==> config.mk <==
export PLATFORM = sky130hd
export DESIGN_NAME = keypad_ascii_queue
export DESIGN_NICKNAME = d
export VERILOG_FILES = /design/src/rtl/keypad_ascii_queue.sv
export SDC_FILE = /design/constraint.sdc
export NUM_CORES = 1
export LEC_CHECK = 0
export CORE_UTILIZATION = 35
export DETAILED_ROUTE_END_ITERATION = 7
export GPL_TIMING_DRIVEN = 0
export PLACE_DENSITY_LB_ADDON = 0.2
export SYNTH_ARGS = -nofsm -noshare
export SYNTH_HDL_FRONTEND = slang
export SYNTH_SLANG_ARGS = --single-unit
==> constraint.sdc <==
create_clock -name FPGA_CLK1_50 -period 7.85 [get_ports FPGA_CLK1_50]
set_input_delay 1.57 -clock FPGA_CLK1_50 [delete_from_list [all_inputs] [get_ports FPGA_CLK1_50]]
set_output_delay 1.57 -clock FPGA_CLK1_50 [all_outputs]
set_load 0.02 [all_outputs]
==> src/rtl/keypad_ascii_queue.sv <==
// Keypad front end: synchronises and debounces the press strobe, maps the key index to ASCII
// and queues the bytes in a first-word-fall-through FIFO drained over valid/ready.
module keypad_ascii_queue #(
    parameter int unsigned KEY_W           = 4,
    parameter int unsigned DEPTH           = 8,
    parameter int unsigned DEBOUNCE_CYCLES = 500000,
    parameter int unsigned START_PULSE     = 4,
    parameter int unsigned NONE_CODE       = 11
) (
    input  logic                         FPGA_CLK1_50,
    input  logic                         reset_n,
    input  logic [KEY_W-1:0]             num,
    input  logic                         PB_state,
    input  logic                         clr_ovf,
    output logic [7:0]                   data,
    output logic                         valid,
    input  logic                         ready,
    output logic                         start,
    output logic [7:0]                   LED,
    output logic [$clog2(DEPTH+1)-1:0]   count,
    output logic                         overflow
);

    localparam int unsigned PtrW = $clog2(DEPTH);
    localparam int unsigned OccW = $clog2(DEPTH+1);
    localparam int unsigned CntW = $clog2(DEBOUNCE_CYCLES);
    localparam int unsigned RemW = $clog2(START_PULSE+1);
    localparam logic [CntW-1:0] DebMax   = CntW'(DEBOUNCE_CYCLES - 1);
    localparam logic [OccW-1:0] OccFull  = OccW'(DEPTH);
    localparam logic [RemW-1:0] RemStart = RemW'(START_PULSE - 1);

    typedef enum logic [1:0] {StIdle, StDebPrs, StHeld, StDebRel} state_e;

    state_e            state_q;
    logic [CntW-1:0]   deb_cnt_q;
    logic              pb_meta_q, pb_s_q;
    logic              push_q;
    logic [7:0]        push_byte_q;
    logic [7:0]        mem_q [DEPTH];
    logic [PtrW-1:0]   rd_ptr_q, wr_ptr_q;
    logic [OccW-1:0]   count_q, count_d;
    logic [7:0]        led_q;
    logic              start_q;
    logic [RemW-1:0]   start_rem_q;
    logic              overflow_q;

    logic [7:0]        ascii;
    logic              ascii_ok;
    logic              pop, push_ok, drop;

    always_comb begin
        ascii    = 8'h00;
        ascii_ok = 1'b1;
        unique0 case (num[3:0])
            4'd10:   ascii = 8'h2A;
            4'd11:   ascii_ok = 1'b0;
            4'd12:   ascii = 8'h23;
            4'd13:   ascii = 8'h41;
            4'd14:   ascii = 8'h42;
            4'd15:   ascii = 8'h43;
            default: ascii = 8'h30 + {4'h0, num[3:0]};
        endcase
        if (32'(num) > 32'd15 || 32'(num) == NONE_CODE) begin
            ascii_ok = 1'b0;
        end
    end

    always_ff @(posedge FPGA_CLK1_50 or negedge reset_n) begin
        if (!reset_n) begin
            pb_meta_q   <= 1'b0;
            pb_s_q      <= 1'b0;
            state_q     <= StIdle;
            deb_cnt_q   <= '0;
            push_q      <= 1'b0;
            push_byte_q <= 8'h00;
        end else begin
            pb_meta_q <= PB_state;
            pb_s_q    <= pb_meta_q;
            push_q    <= 1'b0;
            unique case (state_q)
                StIdle: begin
                    deb_cnt_q <= '0;
                    if (pb_s_q) state_q <= StDebPrs;
                end
                StDebPrs: begin
                    if (!pb_s_q) begin
                        state_q <= StIdle;
                    end else if (deb_cnt_q == DebMax) begin
                        // Press accepted: capture the key now, push lands next cycle
                        state_q     <= StHeld;
                        push_q      <= ascii_ok;
                        push_byte_q <= ascii;
                    end else begin
                        deb_cnt_q <= deb_cnt_q + CntW'(1);
                    end
                end
                StHeld: begin
                    deb_cnt_q <= '0;
                    if (!pb_s_q) state_q <= StDebRel;
                end
                StDebRel: begin
                    if (pb_s_q) begin
                        state_q <= StHeld;
                    end else if (deb_cnt_q == DebMax) begin
                        state_q <= StIdle;
                    end else begin
                        deb_cnt_q <= deb_cnt_q + CntW'(1);
                    end
                end
                default: state_q <= StIdle;
            endcase
        end
    end

    assign valid   = (count_q != '0);
    assign data    = valid ? mem_q[rd_ptr_q] : 8'h00;
    assign pop     = valid && ready;
    // A full FIFO still accepts a push when a pop frees a slot in the same cycle
    assign push_ok = push_q && ((count_q != OccFull) || pop);
    assign drop    = push_q && (count_q == OccFull) && !pop;

    always_comb begin
        count_d = count_q;
        if (push_ok && !pop) count_d = count_q + OccW'(1);
        if (!push_ok && pop) count_d = count_q - OccW'(1);
    end

    always_ff @(posedge FPGA_CLK1_50) begin
        if (push_ok) mem_q[wr_ptr_q] <= push_byte_q;
    end

    always_ff @(posedge FPGA_CLK1_50 or negedge reset_n) begin
        if (!reset_n) begin
            rd_ptr_q    <= '0;
            wr_ptr_q    <= '0;
            count_q     <= '0;
            led_q       <= 8'h00;
            start_q     <= 1'b0;
            start_rem_q <= '0;
            overflow_q  <= 1'b0;
        end else begin
            count_q <= count_d;
            if (pop)     rd_ptr_q <= rd_ptr_q + PtrW'(1);
            if (push_ok) wr_ptr_q <= wr_ptr_q + PtrW'(1);
            if (push_ok) begin
                led_q       <= push_byte_q;
                start_q     <= 1'b1;
                start_rem_q <= RemStart;
            end else if (start_rem_q != '0) begin
                start_rem_q <= start_rem_q - RemW'(1);
            end else begin
                start_q <= 1'b0;
            end
            if (drop) begin
                overflow_q <= 1'b1;
            end else if (clr_ovf) begin
                overflow_q <= 1'b0;
            end
        end
    end

    assign start    = start_q;
    assign LED      = led_q;
    assign count    = count_q;
    assign overflow = overflow_q;

endmodule

==> flow_summary.yaml <==
run_status:
  outcome: "completed"
die:
  rows: 42
  ioPinCount: 32
  start_util_pct: 36.2
  die_w_um: 120
  die_h_um: 120
  fp.dieArea_sq_mm: 0.0143
  core_sq_mm: 0.0134
critical_path:
  path_max_fanout: 10
  path_cells: "clkbuf_1 > buf_2 > mux4_2 > mux2i_1 > nor2_1 > clkdlybuf4s50_1"
  cp_data_required_time_ps: 6280
  critPathKind: "flop to primary output"
  max_stage_delay_ps: 590
  cp.arrival_ps: 2930
  critPathSlowestCell: "mux4_2"
  critPathCaptureType: "primary output"
  crit_path_start_kind: "flop"
sta:
  period_needed_ps: 4500
  max_freq_ghz: 0.222
  hold_viol: 0
  layout_worst_path_cycle_share_pct: 57.3
  skew_ps: 10.4
  finalSetupViolCount: 0
  rsz0062_at_grt: "false"
  slew_headroom_pct: 11.6
  fin_ws_ps: 3350
  tightest_slew_ps: 1320
  slew_viol_final: 0
  finalSetupTns_ps: 0
cts:
  cts_resized: 0
  cts.hold.buffers_added: 0
  numCtsBuffers: 9
  htreeDepth: 3
  cts_sinks: 109
  root_buffer: "clkbuf_16"
  post-cts-setup-buffers: 0
  clk_pin_slew_worst_paths_ps: 80
  cts_tree: "done"
  clk_latency_ps: 350
  clock_path_buffers: 2
grt:
  grt_pass1_wl_mm: 16.0
  gr-usage-all-layers_pct: 14.7
  overflow: 0
  grt_pass1_vias: 2992
  antenna_found_initial: 0
  grt_max_degree: 39
synth:
  ys_types: 54
  ys_seq_elements: 109
  syn_area_sq_mm: 0.00485
  synth_edf_count: 56
  syn_inst: 366
  async_flop_share_pct: 48.6
  ys.flop_type: "edfxtp_1"
  ys_seq_area_share_pct: 62.0
  synth_warnings: 0
  synth_area_per_cell_sq_um: 13.3
cells_and_area:
  fin_util_pct: 42.5
  stdcell_count: 589
  drive_gt1_share_pct: 13.3
  diodes: 0
  area_growth_pct: 17.5
  layout.nets: 425
route:
  dr.pass1.iters: 4
  via_count: 2963
  wire_per_inst_um: 16.4
  drt.antenna.violating_nets: 0
  drt-vias-per-instance: 5.03
  first_iter_violations: 227
  route.detailed.drc: 0
  routed_wl_mm: 9.64
place:
  gp_congestion: 0.764
  dp.cells: 573
  place_ws_ps: 3320
  place_hpwl_mm: 6.71
  io_buffers: 28
worst_hold_path:
  hp-class: "flop to flop"
flow_run:
  maxCapViolCount: 0
power:
  power_mw: 1.58
  pwr_density_cell_mw_per_mm2: 278
  leakagePower_nw: 2.13
  ir_worst_vdd_mv: 0.126
-- cell type report --
class | count | area, sq um
flip-flops and latches | 109 | 3010
repair buffers | 30 | 303
well taps | 176 | 220
fillers | 1254 | 7700
multi-input cells | 230 | 1750
inverters | 13 | 48.8
clock inverters | 6 | 75.1
plain buffers | 15 | 65.1
clock buffers | 10 | 229
-- synth_stat cells, types with 9 or more instances --
library cell	number	area, sq um
dfrtp_1	53	1330
a21oi_1	13	65.1
inv_1	12	45.0
nor2_1	21	78.8
mux4_2	14	315
nand3_1	11	55.1
mux2i_1	9	90.1
clkbuf_1	10	37.5
mux2_2	9	101
xnor2_1	10	87.6
edfxtp_1	56	1680
nand2_1	45	169
-- state kept, by name (all words and copies together), names as in the netlist, 3 cells and up, named ones only --
| signal | count |
|---|---|
| mem_q | 56 |
| rd_ptr_q | 3 |
| wr_ptr_q | 3 |
| push_byte_q | 7 |
| deb_cnt_q | 19 |
| LED | 7 |
| count | 4 |
| start_rem_q | 3 |
-- metal layers --
layer  track usage [%]  vias to the layer above  share of wire (%)
met4              6.09                        0                1.7
li1                  -                     1439                  -
met2              22.0                       49                 44
met3              2.38                       13                3.4
met1              21.3                     1462                 51
met5                 0                        -                  0
-- cells by family (layout without fill, tap and decap cells) --
group	Yosys count	in the layout	share of synthesized area [%]
buffers and inverters	28	74	2.35
AND/OR/NAND/NOR	128	128	14.1
multiplexers	32	32	10.4
adder cells (fa/ha/maj)	9	9	2.27
XOR/XNOR	17	17	3.07
other	1	2	0.0773
AO/OA/AOI/OAI	42	42	5.65
flip-flops	109	109	62.0
-- placed cells by master, fill, tap and decap left out, types with 3 or more instances in the layout --
cell              n
edfxtp_1         56
dfrtp_1          53
nand2_1          45
clkdlybuf4s50_1  27
nor2_1           21
mux4_2           14
a21oi_1          13
inv_1            12
clkbuf_1         11
nand3_1          11
xnor2_1          10
mux2i_1           9
mux2_2            9
clkbuf_16         9
ha_1              8
xor2_1            7
nand4_1           7
o21ai_0           6
o31ai_1           6
or4_1             6
nor3_1            5
or3_1             4
nand2b_1          4
o21a_1            4
nor3b_1           3
nor2b_1           3
a31oi_1           3
nor4_1            3
buf_4             3
-- per-stage QoR --
step / cell area (sq um) / hold slack (ps)
2_1_floorplan: 4850 / 331
3_3_place_gp: 5350 / 349
3_5_place_dp: 5400 / 336
4_1_cts: 5700 / 362
5_1_grt: 5700 / 372
6_report: 5700 / 355
-- power by group --
group          total [mW]  switching [mW]  internal [mW]
registers           0.684          0.0452          0.639
logic               0.428           0.215          0.214
clock network       0.471           0.217          0.254
-- worst paths after layout --
check	cells past startpoint	start	to	slack, ps
worst max-delay path	6	rd_ptr_q[0]	data[4]	3350
worst min-delay path	0	pb_meta_q	pb_s_q	360
worst max register to register	10	count[1]	count[3]	4710
worst min register to register	0	pb_meta_q	pb_s_q	360
max in group asynchronous	2	reset_n	LED[4]	6160
min in group asynchronous	1	reset_n	deb_cnt_q[0]	1150
-- critical path, delay by kind of cell (launching register included) --
kind / cells / cell delay [ps]
buf+inv: 3 / 1400
mux: 2 / 750
flops: 1 / 370
simple gates: 1 / 60
(Power assumes the default switching activity.)
